$ cat src/rtl/yolo_pkg.sv
// Shared constants and types for the YOLO conv output path.
// Holds the leaky-ReLU ratio, int8 limits, lane geometry and the packed word type.
// Also carries the int8 saturation helper used by the requant stage.
package yolo_pkg;

  // Leaky-ReLU slope is 13/128 (about 0.1016), applied as multiply then arithmetic shift.
  localparam int LEAKY_NUM   = 13;
  localparam int LEAKY_SHIFT = 7;

  localparam int INT8_MIN = -128;
  localparam int INT8_MAX = 127;

  localparam int ACC_W = 32;
  localparam int LANES = 8;

  // Leaky intermediate width: 32-bit accumulator times a 4-bit constant.
  localparam int LEAKY_W = ACC_W + 4;
  // Requant product width: 32-bit signed times 17-bit signed (zero-extended 16-bit M).
  localparam int PROD_W = 49;
  // One bit of headroom so adding the rounding constant can never wrap.
  localparam int RND_W = PROD_W + 1;

  // Eight int8 lanes, lane k at bits [8k+7:8k].
  typedef logic [LANES*8-1:0] pix8_t;
  typedef logic signed [RND_W-1:0] rnd_t;

  // Clamp a wide signed value into the int8 range.
  function automatic logic [7:0] sat_int8(input rnd_t v);
    logic [7:0] res;
    if (v > rnd_t'(INT8_MAX)) begin
      res = 8'h7F;
    end else if (v < rnd_t'(INT8_MIN)) begin
      res = 8'h80;
    end else begin
      res = 8'(v);
    end
    return res;
  endfunction

endpackage

$ cat src/rtl/word_fifo.sv
// Synchronous show-ahead FIFO: head word is visible on pop_dat whenever empty=0.
// Latency: a push is visible at the head on the edge after it is written (if it was empty).
// Backpressure: push while full is ignored unless a pop happens in the same cycle.
module word_fifo #(
  parameter int WIDTH = 64,
  parameter int DEPTH = 4
) (
  input  logic             clk,
  input  logic             rst,
  input  logic             push,
  input  logic [WIDTH-1:0] push_dat,
  input  logic             pop,
  output logic [WIDTH-1:0] pop_dat,
  output logic             full,
  output logic             empty
);

  localparam int AW = $clog2(DEPTH);
  localparam logic [AW:0] PTR_ONE = (AW+1)'(1);

  logic [WIDTH-1:0] mem_q [DEPTH];

  // Pointers carry one wrap bit so full and empty can be told apart.
  logic [AW:0] wr_ptr_q, wr_ptr_d;
  logic [AW:0] rd_ptr_q, rd_ptr_d;
  logic        wr_en;
  logic        rd_en;

  assign empty = (wr_ptr_q == rd_ptr_q);
  assign full  = (wr_ptr_q[AW] != rd_ptr_q[AW]) &&
                 (wr_ptr_q[AW-1:0] == rd_ptr_q[AW-1:0]);

  // A push into a full FIFO is still accepted when the head leaves in the same cycle.
  assign wr_en = push && (!full || pop);
  assign rd_en = pop && !empty;

  // Empty FIFO presents zero rather than stale storage.
  assign pop_dat = empty ? '0 : mem_q[rd_ptr_q[AW-1:0]];

  // Next pointer values.
  always_comb begin
    wr_ptr_d = wr_ptr_q;
    rd_ptr_d = rd_ptr_q;
    if (wr_en) begin
      wr_ptr_d = wr_ptr_q + PTR_ONE;
    end
    if (rd_en) begin
      rd_ptr_d = rd_ptr_q + PTR_ONE;
    end
  end

  // Pointer registers, cleared by reset.
  always_ff @(posedge clk) begin
    if (rst) begin
      wr_ptr_q <= '0;
      rd_ptr_q <= '0;
    end else begin
      wr_ptr_q <= wr_ptr_d;
      rd_ptr_q <= rd_ptr_d;
    end
  end

  // Storage array; contents need no reset because the pointers gate visibility.
  always_ff @(posedge clk) begin
    if (wr_en) begin
      mem_q[wr_ptr_q[AW-1:0]] <= push_dat;
    end
  end

endmodule

$ cat src/rtl/conv_requant_pack.sv
// Conv PE output stage: leaky-ReLU, requantize, saturate to int8, pack 8 lanes, buffer words.
// Latency: input registered at E0, S1 E1, S2 E2, S3 E3, word written to FIFO at E4.
// Backpressure: none toward the PE; a word completed while the FIFO is full is dropped and flagged.
module conv_requant_pack
  import yolo_pkg::*;
#(
  parameter int FIFO_DEPTH = 4
) (
  input  logic                    clk,
  input  logic                    rst,
  input  logic signed [ACC_W-1:0] acc_in,
  input  logic                    acc_valid,
  input  logic                    leaky_en,
  input  logic [15:0]             scale_m,
  input  logic [4:0]              scale_shift,
  output pix8_t                   out_data,
  output logic                    out_valid,
  input  logic                    out_ready,
  output logic                    overflow,
  output logic                    busy
);

  // Input capture stage.
  logic                    in_vld_q;
  logic signed [ACC_W-1:0] in_dat_q;

  // S1: leaky-ReLU result.
  logic                    s1_vld_q;
  logic signed [ACC_W-1:0] s1_dat_q, s1_dat_d;
  logic signed [LEAKY_W-1:0] leaky_prod;

  // S2: requant product.
  logic                     s2_vld_q;
  logic signed [PROD_W-1:0] s2_dat_q, s2_dat_d;

  // S3: rounded, shifted, saturated int8.
  logic       s3_vld_q;
  logic [7:0] s3_dat_q, s3_dat_d;
  rnd_t       rnd_in;
  rnd_t       rnd_out;

  // Packer state.
  logic [2:0]              cnt_q, cnt_d;
  logic [(LANES-1)*8-1:0]  hold_q, hold_d;
  logic                    push;
  pix8_t                   push_dat;

  // FIFO handshake and status.
  logic pop;
  logic fifo_full;
  logic fifo_empty;
  logic ovf_q, ovf_d;

  // Input register: the PE cannot stall, so every qualified value is captured.
  always_ff @(posedge clk) begin
    if (rst) begin
      in_vld_q <= 1'b0;
      in_dat_q <= '0;
    end else begin
      in_vld_q <= acc_valid;
      if (acc_valid) begin
        in_dat_q <= acc_in;
      end
    end
  end

  // S1 next value: negative inputs scaled by 13/128 with floor rounding when leaky is on.
  always_comb begin
    leaky_prod = LEAKY_W'(in_dat_q) * LEAKY_W'(LEAKY_NUM);
    s1_dat_d   = in_dat_q;
    if (leaky_en && in_dat_q[ACC_W-1]) begin
      s1_dat_d = ACC_W'(leaky_prod >>> LEAKY_SHIFT);
    end
  end

  // S1 register.
  always_ff @(posedge clk) begin
    if (rst) begin
      s1_vld_q <= 1'b0;
      s1_dat_q <= '0;
    end else begin
      s1_vld_q <= in_vld_q;
      if (in_vld_q) begin
        s1_dat_q <= s1_dat_d;
      end
    end
  end

  // S2 next value: signed times the unsigned multiplier widened with a zero sign bit.
  always_comb begin
    s2_dat_d = PROD_W'(s1_dat_q) * PROD_W'($signed({1'b0, scale_m}));
  end

  // S2 register.
  always_ff @(posedge clk) begin
    if (rst) begin
      s2_vld_q <= 1'b0;
      s2_dat_q <= '0;
    end else begin
      s2_vld_q <= s1_vld_q;
      if (s1_vld_q) begin
        s2_dat_q <= s2_dat_d;
      end
    end
  end

  // S3 next value: round half up by adding half an LSB before the arithmetic shift, then clamp.
  always_comb begin
    rnd_in  = rnd_t'(s2_dat_q);
    rnd_out = rnd_in;
    if (scale_shift != 5'd0) begin
      rnd_out = (rnd_in + (rnd_t'(1) <<< (scale_shift - 5'd1))) >>> scale_shift;
    end
    s3_dat_d = sat_int8(rnd_out);
  end

  // S3 register.
  always_ff @(posedge clk) begin
    if (rst) begin
      s3_vld_q <= 1'b0;
      s3_dat_q <= '0;
    end else begin
      s3_vld_q <= s2_vld_q;
      if (s2_vld_q) begin
        s3_dat_q <= s3_dat_d;
      end
    end
  end

  // Packer: lanes 0..6 collect in the holding register; lane 7 completes the word straight into the FIFO.
  always_comb begin
    cnt_d    = cnt_q;
    hold_d   = hold_q;
    push     = 1'b0;
    push_dat = {s3_dat_q, hold_q};
    if (s3_vld_q) begin
      cnt_d = cnt_q + 3'd1;
      if (cnt_q == 3'd7) begin
        push = 1'b1;
      end else begin
        hold_d[{cnt_q, 3'b000} +: 8] = s3_dat_q;
      end
    end
  end

  // Packer registers; reset discards any partial word.
  always_ff @(posedge clk) begin
    if (rst) begin
      cnt_q  <= '0;
      hold_q <= '0;
    end else begin
      cnt_q  <= cnt_d;
      hold_q <= hold_d;
    end
  end

  assign out_valid = !fifo_empty;
  assign pop       = out_valid && out_ready;

  word_fifo #(
    .WIDTH ($bits(pix8_t)),
    .DEPTH (FIFO_DEPTH)
  ) u_word_fifo (
    .clk      (clk),
    .rst      (rst),
    .push     (push),
    .push_dat (push_dat),
    .pop      (pop),
    .pop_dat  (out_data),
    .full     (fifo_full),
    .empty    (fifo_empty)
  );

  // Overflow is sticky: set only when a completed word finds no room and nothing leaves.
  always_comb begin
    ovf_d = ovf_q || (push && fifo_full && !pop);
  end

  // Overflow flag register.
  always_ff @(posedge clk) begin
    if (rst) begin
      ovf_q <= 1'b0;
    end else begin
      ovf_q <= ovf_d;
    end
  end

  assign overflow = ovf_q;
  assign busy     = in_vld_q || s1_vld_q || s2_vld_q || s3_vld_q ||
                    (cnt_q != 3'd0) || !fifo_empty;

endmodule
$ cat config.mk
export PLATFORM = sky130hd
export DESIGN_NAME = conv_requant_pack
export DESIGN_NICKNAME = d
export VERILOG_FILES = /design/src/rtl/yolo_pkg.sv /design/src/rtl/word_fifo.sv /design/src/rtl/conv_requant_pack.sv
export SDC_FILE = /design/constraint.sdc
export NUM_CORES = 2
export LEC_CHECK = 0
export CORE_MARGIN = 2
export CORE_UTILIZATION = 60
export CTS_BUF_LIST = sky130_fd_sc_hd__clkbuf_2 sky130_fd_sc_hd__clkbuf_4 sky130_fd_sc_hd__clkbuf_8
export CTS_CLUSTER_SIZE = 10
export DETAILED_ROUTE_END_ITERATION = 7
export PLACE_DENSITY = 0.78
export SLEW_MARGIN = 10
export SYNTH_ARGS = -nofsm -noshare
export SYNTH_HDL_FRONTEND = slang
export SYNTH_SLANG_ARGS = --single-unit
$ cat constraint.sdc
create_clock -name clk -period 11.9 [get_ports clk]
set_clock_uncertainty 0.1 [all_clocks]
set_input_delay 2.975 -clock clk [delete_from_list [all_inputs] [get_ports clk]]
set_output_delay 2.975 -clock clk [all_outputs]
set_load 0.01 [all_outputs]
==> results.toml <==
[drt]
drc = 0
dr.pass1.iters = 6
first_iter_violations = 3051
vias = 36012
drt-vias-per-instance = 6.13
wire_per_inst_um = 21.6
ant_nets = 0
routed_wl_um = 127000

[hold_path]
holdCritStartpoint = "hold_q[20]$_SDFFE_PP0P_"
min_to = "u_word_fifo.mem_q[1][20]$_DFFE_PP_"
min_path_cells = 0
hold_path_class = "flop to flop"

[synth]
synth_edf_count = 256
synth.avg_cell_area_um2 = 9.45
mappedNetlistArea_mm2 = 0.0455
synthFlopType = "edfxtp_1"
yosysSeqAreaShare_pct = 25.4
synthArstFlopShare_pct = 0
synth_top_cell_area_share_pct = 22.9
syn-instance-count = 4818
yosys_warnings = 0
synth-seq-cells = 449
synthTopCellsByArea = "fa_1 (23%), edfxtp_1 (17%), dfxtp_1 (8.5%)"
synth_nets = 5649
synth_cell_types = 103
synth.largest_area_cell = "fa_1"

[worst_setup_path]
crit_arrival_ps = 11170
critPathKind = "input port to flop"
worst-path-max-fanout = 21
r2r-end = "s2_dat_q[48]$_SDFFE_PP0P_"
rr_startpoint = "s1_dat_q[13]$_SDFFE_PP0P_"
startpoint = "scale_m[5]"
r2r_cells = 28
cp-start-kind = "input port"
cp-end-kind = "flop"
r2r_setup_slack_ps = 3550
crit_required_ps = 12320

[outcome]
status = "finished clean"

[clock_network]
root_buffer = "clkbuf_8"
cts_setup_buffers = 0
clock_sinks = 449
cts_hold_buf = 0
clock_path_buffers = 3
cts_buffers = 75
clk_pin_slew_worst_paths_ps = 70
cts_tree = "built"
htreeDepth = 3
clk_latency_ps = 690
cts_resized = 0

[floorplanning]
die_h_um = 279
die_area_mm2 = 0.0781
die_w_um = 279
coreArea_mm2 = 0.0756
start_util_pct = 60.2
num_rows = 101
io-pin-count = 125

[timing]
hold_slack_ps = 379
max_freq_ghz = 0.0931
period_share_pct = 90.3
tightest_slew_ps = 1030
rsz0062_at_grt = "false"
maxSlewHeadroom_pct = 31.1
drv_slew = 0
fin_tns_setup_ps = 0
finalCriticalPeriod_ps = 10750
hold_violations = 0
setup_viol = 0
layout_setup_ws_ps = 1150

[layout]
nets = 5668
syn_to_final_growth_pct = 8.24
n_antenna_cell = 0
layout-drive-gt1-share_pct = 7.47
instances_no_fill = 5875

[global_route]
gr-total-overflow = 0
grt_util_all_layers_pct = 33.1
first_global_vias = 37236
antenna_found_initial = 0
grt_max_degree = 113
grt_pass1_wl_um = 202000

[power_and_ir_drop]
p_leak_nw = 21.0
total_power_mw = 5.56
p_per_area_mw_per_mm2 = 113
ir_worst_vdd_v = 0.0000830

[placement]
gp_congestion = 1.03
portBuffers = 124
dp_hpwl_um = 96700
placedCellCount = 5738
place_ws_ps = 504

[flow_run]
max-cap-violations = 0
[power by group]
| group | internal, mW | switching [mW] | leakage, nW | total (mW) |
|---|---|---|---|---|
| logic | 0.926 | 1.31 | 16.1 | 2.24 |
| registers | 1.67 | 0.144 | 3.94 | 1.81 |
| clock network | 0.856 | 0.655 | 0.886 | 1.51 |
| total | 3.45 | 2.11 | 21.0 | 5.56 |
[flip-flops by register name, summed over array words and instances (netlist names), named ones only]
register and count:
s2_vld_q 1, s2_dat_q 49, s1_vld_q 1, cnt_q 3, u_word_fifo.rd_ptr_q 3, s3_dat_q 8, in_dat_q 32, s3_vld_q 1
in_vld_q 1, u_word_fifo.mem_q 256, u_word_fifo.wr_ptr_q 3, s1_dat_q 32, hold_q 56, overflow 1
[synthesized netlist by cell type, drive strengths merged, types with 17 or more instances]
library cell and number:
a211oi 42, a21o 49, a21oi 175, a221oi 18, a31oi 31, and2 214
and3 37, buf 42, clkbuf 229, dfxtp 193, edfxtp 256, fa 521
ha 252, inv 708, mux2i 171, mux4 74, nand2 520, nand2b 17
nand3 60, nand4 35, nor2 379, nor2b 78, nor3 74, nor4 23
o211ai 59, o21a 22, o21ai 143, o22ai 20, or3 17, xnor2 63
xor2 33
[stage by stage]
step	instance area, um2	util [%]
after floorplan	45500	-
after global placement	47600	63.0
after detailed placement	47600	63.0
after CTS	49300	65.2
after global routing	49300	65.2
final	49300	65.2
[worst max path at each step]
stage	to	slack, ps	cells past startpoint
3_5_place_dp	s2_dat_q[48]$_SDFFE_PP0P_	500	28
6_report	s2_dat_q[48]$_SDFFE_PP0P_	1150	28
3_3_place_gp	s2_dat_q[48]$_SDFFE_PP0P_	740	28
4_1_cts	s2_dat_q[48]$_SDFFE_PP0P_	1210	28
2_1_floorplan	s2_dat_q[48]$_SDFFE_PP0P_	2080	27
5_1_grt	s2_dat_q[48]$_SDFFE_PP0P_	650	28
[metal layers]
layer	up-vias	share of wire, %	global-route usage [%]
li1	16191	-	-
met1	17664	37	39.6
met2	1682	49	57.5
met3	475	7.7	6.05
met4	0	5.7	16.8
met5	-	0	0
[cell usage in the layout (no fill, tap or decap), drive strengths merged, types with 17 or more instances in the layout]
cell type / netlist / routed
a211oi: 42 / 42
a21o: 49 / 49
a21oi: 175 / 175
a221oi: 18 / 18
a31oi: 31 / 31
and2: 214 / 214
and3: 37 / 37
buf: 42 / 96
clkbuf: 229 / 116
clkdlybuf4s50: 0 / 117
dfxtp: 193 / 193
edfxtp: 256 / 256
fa: 521 / 521
ha: 252 / 252
inv: 708 / 715
mux2i: 171 / 171
mux4: 74 / 74
nand2: 520 / 520
nand2b: 17 / 17
nand3: 60 / 60
nand4: 35 / 35
nor2: 379 / 379
nor2b: 78 / 78
nor3: 74 / 74
nor4: 23 / 23
o211ai: 59 / 59
o21a: 22 / 22
o21ai: 143 / 143
o22ai: 20 / 20
or3: 17 / 17
xnor2: 63 / 63
xor2: 33 / 33
[kinds of logic (layout without fill, tap and decap cells)]
family | after synthesis | in the layout | synth area share [%]
buffers and inverters | 982 | 1061 | 8.17
muxes | 254 | 254 | 7.64
adders and majority gates | 773 | 773 | 29.8
AOI/OAI and AO/OA | 758 | 758 | 11.5
DFF | 449 | 449 | 25.4
and+or+nand+nor | 1506 | 1506 | 15.6
xor gates and xnor gates | 96 | 96 | 1.85
[worst max-delay path: stages]
cell	delay (ps)
clkdlybuf4s50_1	810
buf_4	380
nand2_1	130
fa_1	570
inv_1	50
fa_1	470
inv_1	50
fa_1	480
fa_1	510
fa_1	490
inv_1	50
fa_1	430
ha_1	340
a21oi_1	270
inv_1	70
a21oi_1	200
o21ai_0	180
o31ai_1	470
a21o_1	220
a211o_1	220
o211ai_1	170
and3_1	240
a41oi_1	400
o21ai_0	240
a41o_1	310
a31oi_1	220
xnor2_1	140
o22ai_1	90
[cell type report]
type | count | area (um2)
Multi-Input combinational cell | 3387 | 30300
Fill cell | 6129 | 26300
Sequential cell | 449 | 11600
Inverter | 711 | 2670
Timing Repair Buffer | 213 | 1880
Clock buffer | 116 | 1410
Tap cell | 978 | 1220
Clock inverter | 21 | 263
No activity file was read; power rests on OpenSTA's default activity.
